$ cat config.mk
export PLATFORM = sky130hd
export DESIGN_NAME = fp32_mul_iter
export DESIGN_NICKNAME = d
export VERILOG_FILES = /design/src/rtl/fp32_pkg.sv /design/src/rtl/mant_shift_add.sv /design/src/rtl/fp32_mul_iter.sv
export SDC_FILE = /design/constraint.sdc
export NUM_CORES = 1
export LEC_CHECK = 0
export ABC_AREA = 1
export BUFFER_PORTS_ARGS = -buffer_cell sky130_fd_sc_hd__clkbuf_2
export CAP_MARGIN = 20
export CORE_ASPECT_RATIO = 0.6
export CORE_MARGIN = 3
export CORE_UTILIZATION = 61
export DETAILED_ROUTE_END_ITERATION = 10
export GPL_ROUTABILITY_DRIVEN = 0
export PLACE_DENSITY = 0.8
export SLEW_MARGIN = 10
export SYNTH_ARGS = -nofsm -noshare
export SYNTH_HDL_FRONTEND = slang
export SYNTH_HIERARCHICAL = 1
export SYNTH_SLANG_ARGS = --single-unit
$ cat constraint.sdc
create_clock -name clk -period 3.5 [get_ports clk]
set_clock_uncertainty 0.15 [all_clocks]
set_input_delay 0.7 -clock clk [delete_from_list [all_inputs] [get_ports clk]]
set_output_delay 0.7 -clock clk [all_outputs]
set_load 0.05 [all_outputs]
$ cat src/rtl/fp32_pkg.sv
// fp32_pkg -- shared definitions for the iterative FP32 multiplier.
//
// Contents:
//   EXP_W, MAN_W, BIAS, QNAN  IEEE-754 single-precision field constants
//   state_e                   controller state enumeration
//   get_sign/get_exp/get_man  field extraction helpers
//   get_mant24                significand with the hidden one restored

package fp32_pkg;

   localparam int unsigned EXP_W = 8;
   localparam int unsigned MAN_W = 23;
   localparam int unsigned BIAS  = 127;
   localparam logic [31:0] QNAN  = 32'h7FC0_0000;

   typedef enum logic [2:0] {
      StIdle,
      StMul,
      StNorm,
      StRnd,
      StDone
   } state_e;

   function automatic logic get_sign(input logic [31:0] x);
      return x[31];
   endfunction

   function automatic logic [EXP_W-1:0] get_exp(input logic [31:0] x);
      return x[30:23];
   endfunction

   function automatic logic [MAN_W-1:0] get_man(input logic [31:0] x);
      return x[22:0];
   endfunction

   // Subnormals never reach the datapath (they take the flush path), so the
   // hidden bit is always one here.
   function automatic logic [MAN_W:0] get_mant24(input logic [31:0] x);
      return {1'b1, x[22:0]};
   endfunction

endpackage

$ cat src/rtl/mant_shift_add.sv
// mant_shift_add -- iterative 24x24 shift-add significand multiplier.
//
// Retires MUL_BITS multiplier bits per cycle, so a product takes 24/MUL_BITS
// cycles after the load.
//
// Ports:
//   clk_i    clock
//   rst_ni   synchronous active-low reset
//   start_i  load operands and begin iterating (ignored unless idle)
//   mcand_i  24-bit multiplicand
//   mplr_i   24-bit multiplier
//   last_o   high during the cycle whose rising edge retires the final bits
//   prod_o   48-bit accumulator; complete the cycle after last_o

module mant_shift_add #(
   parameter int unsigned MUL_BITS = 1
) (
   input  logic        clk_i,
   input  logic        rst_ni,
   input  logic        start_i,
   input  logic [23:0] mcand_i,
   input  logic [23:0] mplr_i,
   output logic        last_o,
   output logic [47:0] prod_o
);

   localparam int unsigned ITERS = 24 / MUL_BITS;

   logic [47:0] acc_q,   acc_d;
   logic [47:0] mcand_q, mcand_d;
   logic [23:0] mplr_q,  mplr_d;
   logic [4:0]  cnt_q,   cnt_d;
   logic        run_q,   run_d;
   logic [47:0] partial;

   always_comb begin
      // Sum of the shifted multiplicand for each set bit in the current digit.
      partial = '0;
      for (int i = 0; i < int'(MUL_BITS); i++) begin
         if (mplr_q[i]) begin
            partial = partial + (mcand_q << i);
         end
      end

      acc_d   = acc_q;
      mcand_d = mcand_q;
      mplr_d  = mplr_q;
      cnt_d   = cnt_q;
      run_d   = run_q;

      if (start_i && !run_q) begin
         acc_d   = '0;
         mcand_d = {24'b0, mcand_i};
         mplr_d  = mplr_i;
         cnt_d   = 5'(ITERS);
         run_d   = 1'b1;
      end else if (run_q) begin
         acc_d   = acc_q + partial;
         mcand_d = mcand_q << MUL_BITS;
         mplr_d  = mplr_q >> MUL_BITS;
         cnt_d   = cnt_q - 5'd1;
         if (cnt_q == 5'd1) begin
            run_d = 1'b0;
         end
      end
   end

   always_ff @(posedge clk_i) begin
      if (!rst_ni) begin
         acc_q   <= '0;
         mcand_q <= '0;
         mplr_q  <= '0;
         cnt_q   <= '0;
         run_q   <= 1'b0;
      end else begin
         acc_q   <= acc_d;
         mcand_q <= mcand_d;
         mplr_q  <= mplr_d;
         cnt_q   <= cnt_d;
         run_q   <= run_d;
      end
   end

   assign last_o = run_q && (cnt_q == 5'd1);
   assign prod_o = acc_q;

endmodule

$ cat src/rtl/fp32_mul_iter.sv
// fp32_mul_iter -- multi-cycle IEEE-754 single-precision multiplier.
//
// Flow: IDLE -> MUL (24/MUL_BITS cycles) -> NORM -> RND -> DONE -> IDLE.
// Zero/subnormal operands (and specials when enabled) go IDLE -> DONE.
// Rounding is to nearest-even; results with biased exponent <= 0 flush to
// signed zero.
//
// Build option: define FP_SPECIAL_EN to handle NaN/Inf operands and to
// produce Inf on overflow. Without it, exponent field 255 is an ordinary
// normal number and overflow saturates to the largest finite magnitude.
//
// Ports:
//   clk    clock, all state changes on the rising edge
//   rst_n  synchronous active-low reset
//   start  request, sampled only in IDLE
//   A, B   IEEE-754 single operands
//   busy   high in every state other than IDLE
//   done   one-cycle pulse when Y is valid
//   Y      product, held after done until replaced by a later result

module fp32_mul_iter
   import fp32_pkg::*;
#(
   parameter int unsigned MUL_BITS = 1
) (
   input  logic        clk,
   input  logic        rst_n,
   input  logic        start,
   input  logic [31:0] A,
   input  logic [31:0] B,
   output logic        busy,
   output logic        done,
   output logic [31:0] Y
);

   state_e             state_q, state_d;
   logic               sign_q,  sign_d;
   logic signed [9:0]  exp_q,   exp_d;
   logic [46:0]        prod_q,  prod_d;
   logic [31:0]        y_q,     y_d;

   logic               mul_start;
   logic               mul_last;
   logic [47:0]        mul_prod;

   logic               op_sign;
   logic signed [9:0]  exp_sum;
   logic               fast_hit;
   logic [31:0]        fast_y;

   logic [23:0]        mant;
   logic               guard, rbit, sticky, rnd_up;
   logic [24:0]        mant_rnd;
   logic signed [9:0]  exp_rnd;
   logic [22:0]        man_field;
   logic [31:0]        ovf_y;
   logic [31:0]        rnd_y;

   // The operand significands are captured inside the shift-add unit on the
   // accepting edge; sign and exponent are captured here.
   mant_shift_add #(
      .MUL_BITS (MUL_BITS)
   ) u_mant_shift_add (
      .clk_i   (clk),
      .rst_ni  (rst_n),
      .start_i (mul_start),
      .mcand_i (get_mant24(A)),
      .mplr_i  (get_mant24(B)),
      .last_o  (mul_last),
      .prod_o  (mul_prod)
   );

   // Operand classification for the single-cycle path.
   always_comb begin : fast_path
      logic a_zero, b_zero;
`ifdef FP_SPECIAL_EN
      logic a_inf, b_inf, a_nan, b_nan;
`endif
      op_sign = get_sign(A) ^ get_sign(B);
      exp_sum = $signed({2'b00, get_exp(A)}) + $signed({2'b00, get_exp(B)}) - 10'sd127;
      a_zero  = (get_exp(A) == '0);
      b_zero  = (get_exp(B) == '0);
      fast_hit = 1'b0;
      fast_y   = {op_sign, 31'b0};
`ifdef FP_SPECIAL_EN
      a_inf = (get_exp(A) == 8'hFF) && (get_man(A) == '0);
      b_inf = (get_exp(B) == 8'hFF) && (get_man(B) == '0);
      a_nan = (get_exp(A) == 8'hFF) && (get_man(A) != '0);
      b_nan = (get_exp(B) == 8'hFF) && (get_man(B) != '0);
      if (a_nan || b_nan || (a_inf && b_zero) || (b_inf && a_zero)) begin
         fast_hit = 1'b1;
         fast_y   = QNAN;
      end else if (a_inf || b_inf) begin
         fast_hit = 1'b1;
         fast_y   = {op_sign, 8'hFF, 23'b0};
      end else if (a_zero || b_zero) begin
         fast_hit = 1'b1;
      end
`else
      if (a_zero || b_zero) begin
         fast_hit = 1'b1;
      end
`endif
   end

   // Round-to-nearest-even on the normalized product (leading one at bit 46).
   always_comb begin : round_logic
      mant      = prod_q[46:23];
      guard     = prod_q[22];
      rbit      = prod_q[21];
      sticky    = |prod_q[20:0];
      rnd_up    = guard & (rbit | sticky | mant[0]);
      mant_rnd  = {1'b0, mant} + {24'b0, rnd_up};
      exp_rnd   = mant_rnd[24] ? exp_q + 10'sd1 : exp_q;
      man_field = mant_rnd[24] ? mant_rnd[23:1] : mant_rnd[22:0];
`ifdef FP_SPECIAL_EN
      ovf_y = {sign_q, 8'hFF, 23'b0};
`else
      ovf_y = {sign_q, 31'h7F7F_FFFF};
`endif
      if (exp_rnd <= 10'sd0) begin
         rnd_y = {sign_q, 31'b0};
      end else if (exp_rnd >= 10'sd255) begin
         rnd_y = ovf_y;
      end else begin
         rnd_y = {sign_q, exp_rnd[7:0], man_field};
      end
   end

   always_comb begin : fsm_next
      state_d   = state_q;
      sign_d    = sign_q;
      exp_d     = exp_q;
      prod_d    = prod_q;
      y_d       = y_q;
      mul_start = 1'b0;

      unique case (state_q)
         StIdle: begin
            if (start) begin
               sign_d = op_sign;
               exp_d  = exp_sum;
               if (fast_hit) begin
                  y_d     = fast_y;
                  state_d = StDone;
               end else begin
                  mul_start = 1'b1;
                  state_d   = StMul;
               end
            end
         end
         StMul: begin
            if (mul_last) begin
               state_d = StNorm;
            end
         end
         StNorm: begin
            // Product in [2,4): drop one bit into sticky so rounding stays exact.
            if (mul_prod[47]) begin
               prod_d = {mul_prod[47:2], |mul_prod[1:0]};
               exp_d  = exp_q + 10'sd1;
            end else begin
               prod_d = mul_prod[46:0];
            end
            state_d = StRnd;
         end
         StRnd: begin
            y_d     = rnd_y;
            state_d = StDone;
         end
         StDone: begin
            state_d = StIdle;
         end
         default: begin
            state_d = StIdle;
         end
      endcase
   end

   always_ff @(posedge clk) begin
      if (!rst_n) begin
         state_q <= StIdle;
         sign_q  <= 1'b0;
         exp_q   <= '0;
         prod_q  <= '0;
         y_q     <= '0;
      end else begin
         state_q <= state_d;
         sign_q  <= sign_d;
         exp_q   <= exp_d;
         prod_q  <= prod_d;
         y_q     <= y_d;
      end
   end

   assign busy = (state_q != StIdle);
   assign done = (state_q == StDone);
   assign Y    = y_q;

endmodule

==> results of run 1 <==
## power groups by stage
stage / Clock [W] / Combinational (W) / Sequential, W
6_report: 0.00234 / 0.00324 / 0.00348
5_1_grt: 0.00245 / 0.00364 / 0.00354
4_1_cts: 0.00236 / 0.00320 / 0.00347
3_5_place_dp: 0 / 0.00318 / 0.00351
3_3_place_gp: 0 / 0.00308 / 0.00350
2_1_floorplan: 0 / 0.00249 / 0.00333
## critical path, stage by stage (launching register included)
cell,delay (ns)
dfxtp_1,0.40
nand2_1,0.12
nor2_1,0.19
nand2_1,0.12
nor2_4,0.31
nand2_4,0.27
inv_1,0.24
nand2_1,0.07
o21ai_0,0.10
inv_2,0.08
nand3_1,0.09
nand2_1,0.06
inv_1,0.21
buf_4,0.31
nand2_1,0.08
a21oi_1,0.15
## cell usage after synthesis (all sizes together)
master	number	area (um^2)
nand3	122	651
nor3	19	116
a22oi	1	7.51
fa	2	40.0
a311oi	1	8.76
o22ai	1	6.26
ha	66	826
o311ai	1	8.76
dfxtp	219	4380
o221ai	20	175
or2	3	18.8
clkbuf	66	248
inv	464	1740
nor4	9	62.6
o21a	3	22.5
a221oi	1	8.76
mux2i	1	10.0
xor2	37	324
a21oi	111	601
o21bai	4	30.0
a21o	1	7.51
nand2	915	3530
o211ai	10	75.1
clkinv	3	11.3
xnor2	11	96.3
nand4	19	119
nor2	247	1050
a211oi	2	15.0
conb	1	3.75
buf	27	153
a31oi	49	307
o21ai	118	591
## logic make-up (layout without fill, tap and decap cells)
| family | Yosys count | count (layout) | share of synthesized area |
|---|---|---|---|
| simple gates | 1334 | 1334 | 0.364 |
| buf+inv | 560 | 626 | 0.141 |
| compound gates | 323 | 323 | 0.122 |
| flops | 219 | 219 | 0.288 |
| fa+ha+maj | 68 | 68 | 0.0568 |
| xor+xnor | 48 | 48 | 0.0276 |
| other cells | 1 | 2 | 0.000246 |
| mux | 1 | 1 | 0.000657 |
## area by class of cell
type,instances,area [um^2]
clock buffer,33,663
clock inverter,4,31.3
fill,2203,7740
inverter,467,1750
multi-input combinational,1776,8720
sequential,219,4390
tap,322,403
timing repair buffer,122,691
## worst min path at each step
stage	startpoint	end	slack (ns)	cells after the start
finish	A[0]	u_mant_shift_add/mcand_q[0]$_SDFFE_PN0P_	0.25	3
floorplan	u_mant_shift_add/mcand_q[47]$_SDFFE_PP0P_	u_mant_shift_add/mcand_q[47]$_SDFFE_PP0P_	0.29	2
CTS	A[0]	u_mant_shift_add/mcand_q[0]$_SDFFE_PN0P_	0.25	3
global placement	Y[30]$_SDFFE_PN0P_	Y[30]$_SDFFE_PN0P_	0.30	2
detailed placement	u_mant_shift_add/mcand_q[47]$_SDFFE_PP0P_	u_mant_shift_add/mcand_q[47]$_SDFFE_PP0P_	0.31	2
global route	A[0]	u_mant_shift_add/mcand_q[0]$_SDFFE_PN0P_	0.26	3
## routing by layer
layer	wire length, um	global-route usage
met1	20100	0.466
met5	0	0
met4	891	0.0673
met3	4240	0.0436
met2	17000	0.452
## per-stage QoR
step	total power, W	instance area, um^2
after CTS	0.00903	16600
final	0.00906	16600
after detailed placement	0.00669	16000
after floorplan	0.00582	15200
after global routing	0.00963	16600
after global placement	0.00658	16000
## registers in the layout (all words and copies together), names as in the netlist
name,cells
u_mant_shift_add/mcand_q,48
u_mant_shift_add/prod_o,48
prod_q,47
Y,32
u_mant_shift_add/mplr_q,24
exp_q,10
u_mant_shift_add/cnt_q,5
state_q,3
sign_q,1
u_mant_shift_add/run_q,1
==> metrics.yaml, run 1 <==
run_status:
  outcome: "finished clean"
global_route:
  antenna_found_initial: 0
  grt_use_total: 0.304
  grt_pass1_vias: 13856
  grt_max_degree: 101
  grt_pass1_wl_um: 68300
  overflow: 0
flow_run:
  maxCapViolCount: 0
die:
  rows: 44
  fp.dieH_um: 128
  coreArea_um2: 24400
  initial_core_util: 0.625
  die_area_um2: 27000
  top_level_ports: 101
  die_w_um: 210
worst_setup_path:
  critPathKind: "reg -> reg"
  endpoint_kind: "flip-flop"
  reg2reg_from: "prod_q[37]$_SDFFE_PN0P_"
  worstPathArrival_ns: 3.35
  rrSetupSlack_ns: 0.45
  critical_path.endpoint: "Y[19]$_SDFFE_PN0P_"
  required_ns: 3.80
  critPathLaunchType: "flip-flop"
  crit_start: "prod_q[37]$_SDFFE_PN0P_"
  r2r-end: "Y[19]$_SDFFE_PN0P_"
  path_max_fanout: 24
  reg2regPathDepth: 15
placed_design:
  post-place-ws_ns: 0.538
  hpwlAfterDp_um: 31900
  place.port_buffers: 100
  dp.cells: 2906
cells_and_area:
  utilization: 0.683
  layout-drive-gt1-share: 0.103
  syn_to_final_growth_pct: 9.19
  final_cell_mix: "nand2_1, inv_1, dfxtp_1"
  mostFrequentLayoutCell: "nand2_1"
  finalNonFillerCells: 2943
  n_antenna_cell: 0
  nets: 2743
logic_synthesis:
  synth_warnings: 6
  synth_cells: 2554
  synth_seq_cells: 219
  ys_seq_area_frac: 0.288
  syn_area_um2: 15200
  yosysUniqueCellTypes: 47
  synth_area_per_cell_um2: 5.97
drt:
  dr.pass1.iters: 7
  wl_per_cell_um: 14.4
  drtAntennaViolNets: 0
  drt_iter0_drc: 1758
  vias_per_cell: 5.38
  vias: 15819
  wl_um: 42200
  route.detailed.drc: 0
clock_tree:
  cts-root-buf: "clkbuf_16"
  clockBufferDepth: 3
  worst_skew_pair.late_latency_ns: 0.53
  cts_resized: 0
  cts.sinks: 219
  cts_made_buffers: 22
  clkTransAtPathRegs_ns: 0.06
  cts_setup_buffers: 0
  cts_tree: "yes"
  cts_max_level: 1
  cts_hold_buf: 0
power:
  seqPwrFrac: 0.384
  p_int_w: 0.00535
  p_leak_nw: 9.00
  swShare: 0.409
  clockPowerShare: 0.258
  powerDensity_nw_per_um2: 544
  pwr-share-comb: 0.357
  power.switching_w: 0.00370
  vdd_ir_drop_max_mv: 0.328
timing:
  tightestPinTransition_ns: 0.845
  finalCriticalPeriod_ns: 3.05
  finalSetupTns_ns: 0
  finalHoldViolations: 0
  setup_viol: 0
  hold-worst-slack_ns: 0.250
  setup_slack_ns: 0.451
  max-slew-margin-rel: 0.437
  finalMaxSlewViolations: 0
  max_freq_mhz: 328
  min_period_over_period: 0.871
  rsz0062_at_grt: "no"
min_path:
  hold_path_class: "in -> reg"
Note: power is estimated with default switching activity, not from simulation.
==> run 2, diff against run 1 <==
- CORE_UTILIZATION: 61 -> 30
- PLACE_DENSITY: 0.8 -> not set
==> run 2 against run 1 <==
  * Cell area increased by 3.6%
  * Flip-flop and latch count unchanged
  * Non-clock buffer count unchanged
  * Global-route usage decreased by 14 points
  * Largest cell class unchanged
  * Fmax increased by 7.4%
  * Clock power increased by 13%
  * Worst hold slack improved by 0.0069 ns
  * Via count decreased by 4.7%
  * Utilization decreased by 34 points
  * Routed wire length increased by 7.5%
  * Sequential power about the same
==> metrics.yaml, run 2 (synthesis gave the netlist of run 1 again) <==
power:
  powerDensity_nw_per_um2: 549
  p_leak_nw: 9.06
  vdd_ir_drop_max_mv: 0.314
  power_w: 0.00947
drt:
  drt_iter0_drc: 1278
  wl_per_cell_um: 13.7
  drtAntennaViolNets: 0
  vias_per_cell: 4.56
  wl_um: 45400
  dr.pass1.iters: 6
  vias: 15082
  route.detailed.drc: 0
clock_tree:
  cts_resized: 0
  cts.sinks: 219
  clkTransAtPathRegs_ns: 0.06
  worst_skew_pair.late_latency_ns: 0.54
  clockBufferDepth: 3
  cts_hold_buf: 0
  cts_made_buffers: 25
  cts-root-buf: "clkbuf_16"
  cts_max_level: 1
  cts_tree: "yes"
  cts_setup_buffers: 0
worst_setup_path:
  worstPathArrival_ns: 3.13
  path_max_fanout: 49
  path_buf_inv: 3
  critPathLaunchType: "flip-flop"
  crit_chain: "buf_12 > nand2_1 > inv_1 > ha_1 > fa_1 > nand3_1 > nand3_1 > nand4_1 > nand3_1 > nand2_1 > nand2_1 > nand2_1 > nand3_1 > nand2_1 > inv_1"
  path_delay_family: "simple AND/OR/NAND/NOR gates"
  required_ns: 3.79
  cp_slowest_cell: "fa_1"
  endpoint_kind: "flip-flop"
  critPathMaxStageDelay_ns: 0.50
  cpMostUsedCell: "nand2_1"
  critPathKind: "reg -> reg"
timing:
  finalHoldViolations: 0
  finalCriticalPeriod_ns: 2.84
  hold-worst-slack_ns: 0.257
  max-slew-margin-rel: 0.421
  min_period_over_period: 0.811
  rsz0062_at_grt: "no"
  max_freq_mhz: 352
  tightestPinTransition_ns: 0.869
  finalSetupTns_ns: 0
  setup_viol: 0
  finalMaxSlewViolations: 0
global_route:
  overflow: 0
  grt_pass1_vias: 13718
  grt_max_degree: 101
  antenna_found_initial: 0
  grt_use_total: 0.167
  grt_pass1_wl_um: 73700
placed_design:
  place.port_buffers: 100
  hpwlAfterDp_um: 35200
min_path:
  hold_path_class: "in -> reg"
die:
  die_w_um: 297
  fp.dieH_um: 181
  rows: 63
  initial_core_util: 0.306
  coreArea_um2: 49800
  top_level_ports: 101
  die_area_um2: 53600
cells_and_area:
  utilization: 0.346
  n_antenna_cell: 0
  syn_to_final_growth_pct: 13.1
  regArea_um2: 4390
  nFillCells: 5584
  final_cell_mix: "nand2_1, inv_1, dfxtp_1"
  nets: 2746
  multi_input_area_um2: 8720
  layout-drive-gt1-share: 0.105
  mostFrequentLayoutCell: "nand2_1"
run_status:
  outcome: "finished clean"
flow_run:
  maxCapViolCount: 0
[run 2: through the flow]
| step | area [um^2] | std cells | setup WS (ns) |
|---|---|---|---|
| floorplan | 15200 | 2555 | 0.838 |
| global placement | 16400 | 3266 | 0.626 |
| detailed placement | 16400 | 3266 | 0.581 |
| CTS | 17200 | 3310 | 0.671 |
| global route | 17200 | 3310 | 0.333 |
| finish | 17200 | 3310 | 0.661 |
[run 2: area by class of cell]
class                      count  share of cell area
clock buffer                  38              0.0420
timing repair buffer         122              0.0415
sequential                   219               0.255
clock inverter                 6             0.00508
multi-input combinational   1776               0.506
tap                          682              0.0495
inverter                     467               0.102
[run 2: final timing paths]
kind	from	to	slack, ns	depth (start not counted)
hold reg to reg	Y[26]$_SDFFE_PN0P_	Y[26]$_SDFFE_PN0P_	0.31	2
hold / removal	A[0]	u_mant_shift_add/mcand_q[0]$_SDFFE_PN0P_	0.26	3
setup reg to reg	u_mant_shift_add/mplr_q[0]$_SDFFE_PN0P_	u_mant_shift_add/prod_o[36]$_SDFFE_PP0P_	0.66	15
setup / recovery	u_mant_shift_add/mplr_q[0]$_SDFFE_PN0P_	u_mant_shift_add/prod_o[36]$_SDFFE_PP0P_	0.66	15
[run 2: power by group]
part	total, W	internal, W	switching [W]
Clock	0.00265	0.00157	0.00108
Sequential	0.00350	0.00297	0.000537
Combinational	0.00331	0.00109	0.00223
Total	0.00947	0.00562	0.00384
[run 2: metal layers]
layer,share of wire,global-route usage
met1,0.55,0.269
met3,0.082,0.0417
met4,0.011,0.0207
met5,0,0
met2,0.36,0.221
[run 2: worst reg2reg max path, stage by stage (launching register included)]
cell	delay, ns
dfxtp_1	0.32
buf_12	0.18
nand2_1	0.08
inv_1	0.05
ha_1	0.22
fa_1	0.50
nand3_1	0.12
nand3_1	0.16
nand4_1	0.14
nand3_1	0.28
nand2_1	0.23
nand2_1	0.07
nand2_1	0.07
nand3_1	0.06
nand2_1	0.07
inv_1	0.03
